## config.mk

```make
export PLATFORM = sky130hd
export DESIGN_NAME = rtc_counter
export DESIGN_NICKNAME = d
export VERILOG_FILES = /design/src/rtl/rtc_counter.sv
export SDC_FILE = /design/constraint.sdc
export NUM_CORES = 1
export LEC_CHECK = 0
export ABC_AREA = 1
export BUFFER_PORTS_ARGS = -buffer_cell sky130_fd_sc_hd__buf_4
export CAP_MARGIN = 5
export CORE_UTILIZATION = 53
export CTS_BUF_LIST = sky130_fd_sc_hd__clkbuf_8
export DETAILED_ROUTE_END_ITERATION = 6
export GPL_ROUTABILITY_DRIVEN = 0
export HOLD_SLACK_MARGIN = 0.03
export MAX_ROUTING_LAYER = met4
export PLACE_DENSITY = 0.78
export SKIP_CTS_REPAIR_TIMING = 1
export SLEW_MARGIN = 20
export SYNTH_ARGS = -nofsm -noshare
export SYNTH_HDL_FRONTEND = slang
export SYNTH_SLANG_ARGS = --single-unit
```

## constraint.sdc

```tcl
create_clock -name clk -period 1.6 [get_ports clk]
set_clock_uncertainty 0.1 [all_clocks]
set_input_delay 0.08 -clock clk [delete_from_list [all_inputs] [get_ports clk]]
set_output_delay 0.08 -clock clk [all_outputs]
set_load 0.01 [all_outputs]
```

## src/rtl/rtc_counter.sv

```systemverilog
`default_nettype none
// ============================================================================
//  Module   : rtc_counter
//  Purpose  : Real-time-clock seconds counter with CPU register interface and
//             a host-driven restore (load) handshake.
//
//             A prescaler divides clk_ce-qualified cycles down to one-second
//             ticks that advance a 24-bit seconds count. The CPU controls
//             RUN/CLEAR through a control register. The host can restore a
//             saved count through the rtc_load / validate_rtc handshake.
//
//  Ports    :
//    clk            in   1   single rising-edge clock
//    reset          in   1   asynchronous active-low reset
//    clk_ce         in   1   clock enable qualifying every state change
//    bus_write      in   1   CPU write strobe (latched, applied next clk_ce)
//    bus_address_in in  24   CPU address
//    bus_data_in    in   8   CPU write data
//    bus_data_out   out  8   combinational read data
//    rtc_load       in   1   host restore request (level)
//    rtc_load_value in  24   count to restore
//    validate_rtc   out  1   one-clk_ce-cycle pulse: restored count valid
//    rtc_tick       out  1   one-clk_ce-cycle pulse per seconds increment
//
//  Register map:
//    0x2008 CTRL  bit0 RUN (r/w), bit1 CLEAR (write-1 action, reads 0)
//    0x2009       count[7:0]   (read-only)
//    0x200A       count[15:8]  (read-only)
//    0x200B       count[23:16] (read-only)
//
//  Revision : 1.0  initial release
// ============================================================================
module rtc_counter #(
    parameter int CE_PER_SEC = 4000000
) (
    input  logic        clk,
    input  logic        reset,
    input  logic        clk_ce,
    input  logic        bus_write,
    input  logic [23:0] bus_address_in,
    input  logic [7:0]  bus_data_in,
    output logic [7:0]  bus_data_out,
    input  logic        rtc_load,
    input  logic [23:0] rtc_load_value,
    output logic        validate_rtc,
    output logic        rtc_tick
);

    // Prescaler width; a divide-by-1 configuration still needs one bit.
    localparam int PS_W = (CE_PER_SEC > 1) ? $clog2(CE_PER_SEC) : 1;

    localparam logic [PS_W-1:0] c_PS_LAST   = PS_W'(CE_PER_SEC - 1);
    localparam logic [23:0]     c_ADDR_CTRL = 24'h002008;
    localparam logic [23:0]     c_ADDR_CNT0 = 24'h002009;
    localparam logic [23:0]     c_ADDR_CNT1 = 24'h00200A;
    localparam logic [23:0]     c_ADDR_CNT2 = 24'h00200B;

    typedef enum logic [1:0] {
        S_IDLE  = 2'd0,
        S_LOAD  = 2'd1,
        S_VALID = 2'd2,
        S_WAIT  = 2'd3
    } state_t;

    state_t            r_state;
    logic              r_run;
    logic              r_wr_pend;
    logic              r_validate;
    logic              r_tick;
    logic [23:0]       r_count;
    logic [PS_W-1:0]   r_presc;

    logic              w_wr_ctrl;
    logic              w_clear;
    logic              w_load;
    logic              w_rollover;
    logic              w_unused_data;

    // A write strobe is remembered for one clk_ce cycle; the address and
    // data seen on the following clk_ce cycle are the ones that take effect.
    assign w_wr_ctrl  = r_wr_pend && (bus_address_in == c_ADDR_CTRL);
    assign w_clear    = w_wr_ctrl && bus_data_in[1];
    assign w_load     = (r_state == S_LOAD);
    assign w_rollover = r_run && (r_presc == c_PS_LAST);

    // Upper control bits carry no function.
    assign w_unused_data = ^bus_data_in[7:2];

    // ------------------------------------------------------------------
    // Control register, prescaler and seconds count.
    // CLEAR beats LOAD beats the tick increment; a CLEAR or LOAD on a
    // rollover cycle swallows that tick entirely (no rtc_tick pulse).
    // ------------------------------------------------------------------
    always_ff @(posedge clk or negedge reset) begin
        if (!reset) begin
            r_wr_pend <= 1'b0;
            r_run     <= 1'b0;
            r_count   <= 24'd0;
            r_presc   <= '0;
            r_tick    <= 1'b0;
        end else if (clk_ce) begin
            r_wr_pend <= bus_write;
            r_tick    <= 1'b0;

            if (w_wr_ctrl) begin
                r_run <= bus_data_in[0];
            end

            if (w_clear) begin
                r_count <= 24'd0;
                r_presc <= '0;
            end else if (w_load) begin
                r_count <= rtc_load_value;
                r_presc <= '0;
            end else if (r_run) begin
                if (w_rollover) begin
                    r_presc <= '0;
                    r_count <= r_count + 24'd1;  // wraps 0xFFFFFF -> 0
                    r_tick  <= 1'b1;
                end else begin
                    r_presc <= r_presc + PS_W'(1);
                end
            end
        end
    end

    // ------------------------------------------------------------------
    // Restore handshake. validate_rtc is raised on the edge that leaves
    // LOAD, so it is high exactly while the FSM sits in VALID. WAIT holds
    // off a second load until the host drops rtc_load.
    // ------------------------------------------------------------------
    always_ff @(posedge clk or negedge reset) begin
        if (!reset) begin
            r_state    <= S_IDLE;
            r_validate <= 1'b0;
        end else if (clk_ce) begin
            r_validate <= 1'b0;
            case (r_state)
                S_IDLE: begin
                    if (rtc_load) begin
                        r_state <= S_LOAD;
                    end
                end
                S_LOAD: begin
                    r_state    <= S_VALID;
                    r_validate <= 1'b1;
                end
                S_VALID: begin
                    r_state <= S_WAIT;
                end
                S_WAIT: begin
                    if (!rtc_load) begin
                        r_state <= S_IDLE;
                    end
                end
                default: begin
                    r_state <= S_IDLE;
                end
            endcase
        end
    end

    // ------------------------------------------------------------------
    // Register read mux (zero latency).
    // ------------------------------------------------------------------
    always_comb begin
        bus_data_out = 8'h00;
        case (bus_address_in)
            c_ADDR_CTRL: bus_data_out = {7'd0, r_run};
            c_ADDR_CNT0: bus_data_out = r_count[7:0];
            c_ADDR_CNT1: bus_data_out = r_count[15:8];
            c_ADDR_CNT2: bus_data_out = r_count[23:16];
            default:     bus_data_out = 8'h00;
        endcase
    end

    assign validate_rtc = r_validate;
    assign rtc_tick     = r_tick;

endmodule
`default_nettype wire

```

== Word level (Yosys, flattened, before mapping) ==
Cells that the tools add are included.
Cells by class
  add/subtract/negate cells: 2
  equality and inequality tests: 10
  multiplexer cells: 17
  reductions and logical operators: 10
Operators by type and width (number)
  $eq 24x14->1 const B: 4
  $mux 24: 4
  $mux 22: 4
  $pmux 8 s4: 1
  $add 24x1->24 const B: 1
  $add 22x1->22 const B: 1
  $eq 22x22->1 const B: 1
  $pmux 2 s4: 1
  $reduce_and 3->1: 2
  $reduce_bool 3->1: 2
  $mux 1: 5
  $eq 2x2->1 const B: 2
  $mux 2: 2
  $ne 2x2->1 const B: 2
  $reduce_and 2->1: 2
  $logic_and 1x1->1: 3
  $eq 2x1->1 const B: 1
  $logic_not 2->1: 1
Word-level totals
  flip-flop bits (word level): 52
  input bits: 61
  output and inout port bits: 10
  word-level logic and storage cells: 46

== Logic depth before layout (Yosys ltp) ==
Gate-level depths: netlist of run 1.
  depth after elaboration: 6
  mapped depth: 12
  depth with buffers taken out: 11

== Worst setup path before layout of run 1 ==
OpenSTA, ideal clock, no wires.
  path kind: register to register
  start: register r_presc[0]
  end: register r_count[9]
  library setup time: 0.074 ns
  data arrival time: 1.522 ns
  data required time: 1.426 ns
  setup slack: -0.096 ns
  cell stages (with the launch flop): 12
  path buffers: 1
  period minus slack after synthesis: 1.696 ns
  cell sequence: dfrtp_1 ha_1 nand3_2 inv_2 nand2_2 clkinv_2 nand4_4 nand3_2 nand2_4 buf_6 nand2_1 o21ai_2
Between the ends
  cells in the longest elaborated chain, start to end: 4
Ends and longest elaborated chain
  start: declaration: RTL line 71  | logic [PS_W-1:0] r_presc;
  start signal: assignment: RTL line 121  | r_presc <= r_presc + PS_W'(1);
  $eq 22x22->1: RTL line 84  | assign w_rollover = r_run && (r_presc == c_PS_LAST);
  $logic_and 1x1->1: RTL line 84
  $reduce_bool 3->1 (no line)
  $reduce_and 3->1 (no line)
  end signal: assignment: RTL line 113  | r_count <= rtc_load_value;
  end signal: assignment: RTL line 118  | r_count <= r_count + 24'd1;
  end: declaration: RTL line 70  | logic [23:0] r_count;
No other way between the ends.
A chain may end at the register's enable or synchronous reset.

== Final worst setup path of run 1 ==
  start: register r_count[4]
  end: register r_count[18]
Between the ends
  cells in the longest elaborated chain, start to end: 5
Ends and longest elaborated chain
  $add 24x1->24: RTL line 118
  $mux 24: RTL line 116  | if (w_rollover) begin
  $mux 24: RTL line 115  | end else if (r_run) begin
  $mux 24: RTL line 112  | end else if (w_load) begin
  $mux 24: RTL line 109  | if (w_clear) begin
No other way between the ends. The select of a mux whose other input is x is not followed.

==> results of run 1 <==
-- worst paths after layout --
check                           cells past startpoint            to  slack [ps]              start
worst min-delay path                                5    r_count[7]          20  rtc_load_value[7]
min in group asynchronous                           2   r_count[11]         230              reset
worst max-delay path                               10   r_count[18]        -190         r_count[4]
worst max register to register                     10   r_count[18]        -190         r_count[4]
worst min register to register                      2  validate_rtc         440       validate_rtc
max in group asynchronous                           2    r_count[8]         630              reset
-- worst max-delay path, stage by stage (launching register included) --
cell and delay [ps]:
dfrtp_1 440, nand2_1 140, nor2_1 230, nand2_2 140, nor2_2 190, nand3_1 130
nand2_1 80, nor2_1 40, nor2_1 90, nand3_1 80, nand2_1 70
-- registers in the layout, summed over array words and instances, names as in the netlist --
register      count
r_run             1
r_wr_pend         1
r_presc          22
rtc_tick          1
r_state           2
r_count          24
validate_rtc      1
-- cells in the mapped netlist (all sizes together), types with 7 or more instances --
library cell,number
a21oi,8
dfrtp,52
nand2,237
nor2,102
nand3,74
inv,53
xor2,10
o21ai,39
nand4,20
buf,13
or2,13
nor3,7
-- metrics by stage --
| step | std cells | worst slack (ps) |
|---|---|---|
| global route | 910 | -353.5 |
| floorplan | 656 | -33.20 |
| detailed placement | 879 | -140.7 |
| global placement | 879 | -79.13 |
| finish | 910 | -193.0 |
| CTS | 887 | -168.3 |
-- layer usage --
layer	track usage, %	part of all wire, %
met4	15.99	4.7
met2	56.00	51
met1	35.67	38
met5	-	0
met3	4.209	7.1
-- power by group --
part           total (uW)  internal (uW)  switching (uW)
Clock                 807            312             494
Sequential           2080           1660             411
Combinational        3850           1760            2090
Total                6730           3740            2990
-- final cells by class --
cell class | instances | area (um2) | area share, %
timing repair buffer | 166 | 1413 | 23.53
tap | 99 | 123.9 | 2.063
clock inverter | 3 | 21.27 | 0.3542
sequential | 52 | 1308 | 21.78
clock buffer | 5 | 68.82 | 1.146
inverter | 56 | 217.7 | 3.626
multi-input combinational | 529 | 2853 | 47.51
-- cell families after synthesis --
kind of cell / after synthesis / synth area share (%)
AND/OR/NAND/NOR: 455 / 48.17
buffers and inverters: 75 / 7.858
AO/OA/AOI/OAI: 55 / 8.248
flip-flops: 52 / 31.19
XOR/XNOR: 13 / 2.729
adder cells (fa/ha/maj): 6 / 1.800
==> run_results.csv, run 1 <==
group,metric,value,unit
status,outcome,"complete, but fails checks",
status,violations,"setup timing",
final_layout,final_common_cell,"nand2_1",
clock_network,clockRootBuffer,"clkbuf_8",
pwr,finalPower,6730,uW
pwr,ir_drop,0.0006629,V
synth,ys_ff_latch,52,
worst_setup_path,crit_required,1760,ps
floorplanning,die_height,90.72,um
routing,drc,0,
routing,vias,5063,
routing,dr.pass1.iters,5,
worst_setup_path,cp_data_arrival_time,1950,ps
routing,drt_iter0_drc,417,
floorplanning,die_w,90.72,um
final_layout,final_area,0.006005,mm2
floorplanning,dieArea,0.008229,mm2
placed_design,dp_hpwl,9158,um
worst_setup_path,crit_type,"flip-flop to flip-flop",
min_path,hold_class,"primary input to flip-flop",
synth,syn_inst,656,
synth,synth_edf_count,0,
global_routing,grt-ovfl-total,0,
synth,synth_area,0.004172,mm2
clock_network,worstSkewPairLatency,320,ps
global_routing,grt_max_degree,53,
worst_setup_path,end_kind,"flip-flop",
placed_design,portBuffers,64,
floorplanning,core_area,0.007447,mm2
sta,drv_slew,0,
synth,synth_top_area_share,31.19,%
synth,synthTopCellsByArea,"dfrtp_1, nand2_1, nor2_1",
routing,routed_via_density,5.564,
pwr,power_leakage,0.002953,uW
sta,setup_ws,-193.0,ps
sta,setup_viol,41,
placed_design,placedInstanceArea,0.005329,mm2
floorplanning,start_util,56.01,%
sta,finalHoldViolCount,0,
routing,detail-route-antenna-nets,0,
synth,synth_seq_area_share,31.19,%
clock_network,h-tree-depth,2,
clock_network,numCtsBuffers,5,
synth,yosysWarnings,0,
final_layout,diodes,0,
final_layout,layout-drive-gt1-share,35.76,%
floorplanning,rows,31,
final_layout,fillCellCount,509,
synth,ys_types,35,
synth,async_flop_share,100.0,%
final_layout,num-nets-final,877,
pwr,p_per_area,1121,mW/mm2
floorplanning,io_pins,71,
clock_network,cts_tree,"done",
worst_setup_path,critPathMaxFanout,4,
synth,syn_area_per_cell,6.359,um2
routing,routed_wl,14080,um
sta,tightest_slew,710.7,ps
sta,slew-limit-headroom,52.62,%
job,maxCapViolCount,0,
global_routing,first_global_vias,4819,
final_layout,final_util,80.63,%
sta,fmaxAchievable,557.7,MHz
global_routing,track_usage,32.00,%
synth,synth_largest_area_cell,"dfrtp_1",
worst_setup_path,startpoint_type,"flip-flop",
sta,holdWs,17.43,ps
clock_network,clkSlewWorstSetupHoldPaths,110,ps
synth,syn_nets,723,
global_routing,grt_pass1_wl,20840,um
sta,grt_setup_unrepaired,"yes",
sta,finalCritPeriodShare,112.1,%
routing,routedWlPerCell,15.48,um
final_layout,syn_to_final_growth,43.94,%
sta,min_period,1793,ps
synth,synth_ff_type,"dfrtp_1",
clock_network,cts_max_path_buffers,2,
sta,setup_tns,-3703,ps
global_routing,antenna_found_initial,0,
final_layout,final_cell_mix,"nand2_1, buf_4, nor2_1",
clock_network,cts_sinks,52,
No activity file was read; power rests on OpenSTA's default activity.
==> run 2, diff against run 1 <==
--- a/config.mk
+++ b/config.mk
@@ -15,6 +15,7 @@
 export HOLD_SLACK_MARGIN = 0.03
 export MAX_ROUTING_LAYER = met4
 export PLACE_DENSITY = 0.78
+export SETUP_SLACK_MARGIN = 0.5
 export SKIP_CTS_REPAIR_TIMING = 1
 export SLEW_MARGIN = 20
 export SYNTH_ARGS = -nofsm -noshare
==> run 2 against run 1 <==
Net effect:
- the flow finishes with violations (hold timing, setup timing)
- count of clock-buffer cells in the layout is the same
- final cell count grew 0.88%
- first-iteration DRC count shrank 2.2%
- global-route usage is essentially flat
- worst hold slack lost 19 ps
- clock power grew 6.6%
- via count grew 4.6%
- utilization grew 3.8 points
- sequential share of layout area shrank 0.96 points
- combinational power grew 7.5%
- register-to-register slack lost 20 ps
- largest cell class unchanged
- largest power group unchanged
- highest routed layer unchanged
==> run_results.csv, run 2 (same netlist as run 1, synthesis figures left out) <==
group,metric,value,unit
clock_network,clockRootBuffer,"clkbuf_8",
worst_setup_path,r2r_slack,-220,ps
min_path,hold_class,"primary input to flip-flop",
floorplanning,die_w,90.72,um
final_layout,top_regs,"r_count: 24 flops, r_presc: 22 flops, r_state: 2 flops",
global_routing,track_usage,32.01,%
clock_network,cts_tree,"done",
floorplanning,rows,31,
worst_setup_path,startpoint_type,"flip-flop",
worst_setup_path,cp_data_arrival_time,1990,ps
final_layout,syn_to_final_growth,50.75,%
final_layout,final_cell_mix,"nand2_1, buf_4, nor2_1",
worst_setup_path,slowest_delay,420,ps
global_routing,antenna_found_initial,0,
pwr,finalPower,7083,uW
routing,detail-route-antenna-nets,0,
clock_network,worstSkewPairLatency,330,ps
final_layout,multi_input_area,0.003012,mm2
floorplanning,dieArea,0.008229,mm2
sta,fmaxAchievable,550.1,MHz
floorplanning,die_height,90.72,um
worst_setup_path,crit_required,1770,ps
sta,setup_ws,-217.8,ps
sta,finalHoldViolCount,1,
final_layout,layout-drive-gt1-share,38.58,%
worst_setup_path,crit_path_cell_trace,"ha_4, nand2_1, nor2_2, nand2_2, nor2_1, nand3_1, nand2_1, nor2_1, nor2_1, nand3_1, nand2_1",
sta,tightest_slew,709.6,ps
global_routing,grt_max_degree,53,
final_layout,fillCellCount,462,
routing,routed_wl,15160,um
global_routing,grt-ovfl-total,0,
routing,vias,5294,
pwr,p_per_area,1126,mW/mm2
clock_network,cts_sinks,52,
worst_setup_path,crit_type,"flip-flop to flip-flop",
sta,setup_viol,40,
final_layout,regArea,0.001309,mm2
floorplanning,core_area,0.007447,mm2
final_layout,final_common_cell,"nand2_1",
sta,finalCritPeriodShare,113.6,%
status,outcome,"complete, but fails checks",
clock_network,clkSlewWorstSetupHoldPaths,120,ps
global_routing,first_global_vias,4724,
clock_network,numCtsBuffers,5,
sta,setup_tns,-3922,ps
sta,drv_slew,0,
final_layout,regMostFlops,"r_count",
worst_setup_path,critPathMaxFanout,4,
pwr,ir_drop,0.0006863,V
clock_network,h-tree-depth,2,
final_layout,num-nets-final,885,
floorplanning,start_util,56.01,%
routing,drc,0,
placed_design,portBuffers,64,
sta,slew-limit-headroom,52.70,%
global_routing,grt_pass1_wl,20780,um
routing,drt_iter0_drc,408,
pwr,power_leakage,0.003045,uW
sta,holdWs,-1.850,ps
routing,routed_via_density,5.767,
final_layout,largest_reg_flops,24,
job,maxCapViolCount,0,
routing,dr.pass1.iters,5,
sta,min_period,1818,ps
routing,routedWlPerCell,16.51,um
status,violations,"hold timing, setup timing",
placed_design,dp_hpwl,9368,um
final_layout,diodes,0,
floorplanning,io_pins,71,
worst_setup_path,end_kind,"flip-flop",
sta,grt_setup_unrepaired,"yes",
clock_network,cts_max_path_buffers,2,
worst_setup_path,cp_slowest_cell,"dfrtp_1",
[run 2: final timing paths]
check,start,cells past startpoint,endpoint
setup / recovery,r_count[1],11,r_count[18]
hold / removal,rtc_load_value[6],5,r_count[6]
setup reg to reg,r_count[1],11,r_count[18]
hold reg to reg,rtc_tick,2,rtc_tick
max in group asynchronous,reset,2,r_count[4]
min in group asynchronous,reset,2,r_count[13]
[run 2: per-layer routing]
metal / GRT usage, % / wire length (um) / vias to the layer above
met5: - / 0 / -
met4: 13.17 / 880 / 0
met3: 4.377 / 1237 / 102
met2: 56.12 / 7550 / 324
met1: 36.59 / 5488 / 2445
li1: - / - / 2423
[run 2: where the power goes]
group	internal, uW	switching, uW	leakage, uW
Sequential	1670	419	0.000672
Combinational	1830	2310	0.00233
Clock	321	539	0.0000452
Total	3820	3270	0.00305
[run 2: area by class of cell]
class                           instances  share of cell area [%]
Clock buffer                            5                   1.094
Clock inverter                          3                  0.3979
Inverter                               56                   3.621
Multi-Input combinational cell        529                   47.89
Sequential cell                        52                   20.81
Tap cell                               99                   1.970
Timing Repair Buffer                  172                   23.82
Timing Repair inverter                  2                  0.3979
[run 2: metrics by stage]
step | cell area [um2] | worst slack [ps] | util [%] | std cells | hold slack (ps)
floorplan | 4434 | -25.02 | - | 656 | -315.6
global placement | 5527 | -112.2 | 74.21 | 880 | 70.28
detailed placement | 5527 | -130.1 | 74.21 | 880 | 72.02
CTS | 5620 | -159.5 | 75.47 | 888 | -289.8
global route | 6289 | -309.3 | 84.44 | 918 | 31.04
finish | 6289 | -217.8 | 84.44 | 918 | -1.850
[run 2: worst max-delay path, delay by kind of cell (launching register included)]
kind / cells / cell delay, ps
adder cells (fa/ha/maj): 1 / 170
flip-flops: 1 / 420
AND/OR/NAND/NOR: 10 / 1060
==> run 3, diff against run 2 <==
--- a/config.mk
+++ b/config.mk
@@ -15,7 +15,7 @@
 export HOLD_SLACK_MARGIN = 0.03
 export MAX_ROUTING_LAYER = met4
 export PLACE_DENSITY = 0.78
-export SETUP_SLACK_MARGIN = 0.5
+export SETUP_SLACK_MARGIN = 0.05
 export SKIP_CTS_REPAIR_TIMING = 1
 export SLEW_MARGIN = 20
 export SYNTH_ARGS = -nofsm -noshare
==> run 3 against run 2 <==
Net effect:
- the flow still finishes with violations (hold timing, setup timing)
- fmax increased by 4.2%
- count of clock-buffer cells in the layout increased by 1
- global-route usage increased by 1.1 points
- wire length decreased by 8.2%
- sequential share of layout area increased by 1.2 points
- utilization decreased by 4.3 points
- final cell count decreased by 1.2%
- critical endpoint is now r_count[6]
==> run_results.csv, run 3 (same netlist as run 1, synthesis figures left out) <==
group,metric,value,unit
status,outcome,"complete, but fails checks",
status,violations,"hold timing, setup timing",
worst_setup_path,cp_slowest_cell,"dfrtp_1",
sta,finalHoldViolCount,1,
global_routing,track_usage,33.13,%
pwr,ir_drop,0.0006709,V
placed_design,portBuffers,64,
global_routing,first_global_vias,4954,
sta,finalCritPeriodShare,109.0,%
routing,routedWlPerCell,15.34,um
clock_network,h-tree-depth,2,
global_routing,grt-ovfl-total,0,
final_layout,num-nets-final,874,
worst_setup_path,critPathMaxFanout,6,
sta,min_period,1745,ps
final_layout,top_regs,"r_count: 24 flops, r_presc: 22 flops, r_state: 2 flops",
pwr,power_leakage,0.002947,uW
sta,holdWs,-11.06,ps
floorplanning,die_height,90.72,um
worst_setup_path,startpoint_type,"flip-flop",
clock_network,cts_sinks,52,
worst_setup_path,crit_required,1720,ps
sta,setup_viol,47,
final_layout,regArea,0.001311,mm2
worst_setup_path,slowest_delay,430,ps
clock_network,cts_tree,"done",
clock_network,clkSlewWorstSetupHoldPaths,110,ps
final_layout,largest_reg_flops,24,
final_layout,multi_input_area,0.002823,mm2
floorplanning,start_util,56.01,%
final_layout,fillCellCount,524,
global_routing,antenna_found_initial,0,
worst_setup_path,end_kind,"flip-flop",
final_layout,final_area,0.005967,mm2
routing,drc,0,
worst_setup_path,crit_type,"flip-flop to flip-flop",
sta,setup_tns,-4267,ps
routing,detail-route-antenna-nets,0,
sta,fmaxAchievable,573.2,MHz
pwr,p_per_area,1155,mW/mm2
routing,drt_iter0_drc,338,
job,maxCapViolCount,0,
sta,slew-limit-headroom,52.23,%
clock_network,cts_max_path_buffers,2,
min_path,hold_class,"primary input to flip-flop",
routing,vias,5086,
sta,grt_setup_unrepaired,"yes",
final_layout,final_util,80.12,%
clock_network,clockRootBuffer,"clkbuf_8",
global_routing,grt_max_degree,53,
sta,setup_ws,-144.7,ps
worst_setup_path,cp_data_arrival_time,1870,ps
final_layout,syn_to_final_growth,43.04,%
final_layout,final_common_cell,"nand2_1",
final_layout,diodes,0,
worst_setup_path,crit_path_cell_trace,"nor2_1, nand3_1, nor2_1, buf_4, nand4_4, nand3_4, nand2_8, clkbuf_16, nand2_2, o21ai_2",
routing,routed_via_density,5.607,
clock_network,worstSkewPairLatency,320,ps
floorplanning,core_area,0.007447,mm2
final_layout,layout-drive-gt1-share,34.65,%
final_layout,regMostFlops,"r_count",
routing,routed_wl,13910,um
routing,dr.pass1.iters,7,
floorplanning,die_w,90.72,um
placed_design,placedInstanceArea,0.005364,mm2
sta,tightest_slew,716.5,ps
global_routing,grt_pass1_wl,21520,um
worst_setup_path,cp_common_cell,"nor2_1",
floorplanning,rows,31,
placed_design,dp_hpwl,9467,um
final_layout,final_cell_mix,"nand2_1, buf_4, nor2_1",
sta,drv_slew,0,
clock_network,numCtsBuffers,5,
floorplanning,dieArea,0.008229,mm2
floorplanning,io_pins,71,
run 3: path summary, 6_finish.rpt:
kind	startpoint	endpoint	slack (ps)	depth (start not counted)
worst max-delay path	r_presc[9]	r_count[6]	-140	10
worst min-delay path	rtc_load	r_state[1]	-10	4
worst max register to register	r_presc[9]	r_count[6]	-140	10
worst min register to register	rtc_tick	rtc_tick	410	2
max in group asynchronous	reset	r_count[8]	640	2
min in group asynchronous	reset	r_count[10]	230	2
run 3: cell type report:
| class | count | share of cell area, % |
|---|---|---|
| clock buffer | 6 | 1.384 |
| clock inverter | 2 | 0.6500 |
| inverter | 56 | 3.649 |
| multi-input combinational | 529 | 47.31 |
| sequential | 52 | 21.98 |
| tap | 99 | 2.076 |
| timing repair buffer | 163 | 22.96 |
run 3: worst max-delay path: cells and delay by family, from the launching register on:
kind	cells	cell delay (ps)
DFF	1	430
AOI/OAI and AO/OA	1	50
buffers and inverters	2	330
and+or+nand+nor	7	740
run 3: power by group:
group	switching (uW)	leakage [uW]	internal [uW]
Clock	493	0.0000614	513
Combinational	2050	0.00222	1710
Sequential	444	0.000670	1670
run 3: routing by layer:
| layer | vias to the layer above | global-route usage (%) | routed length [um] |
|---|---|---|---|
| li1 | 2395 | - | - |
| met1 | 2395 | 36.32 | 5139 |
| met2 | 245 | 58.40 | 7232 |
| met3 | 51 | 6.229 | 1060 |
| met4 | 0 | 14.25 | 479 |
| met5 | - | - | 0 |
run 3: metrics by stage:
stage | setup WS (ps) | power [uW] | std cells
6_report | -144.7 | 6890 | 907
3_3_place_gp | -69.63 | 5095 | 879
2_1_floorplan | -25.14 | 3966 | 656
5_1_grt | -213.7 | 7287 | 907
3_5_place_dp | -142.3 | 5232 | 879
4_1_cts | -184.4 | 6235 | 887
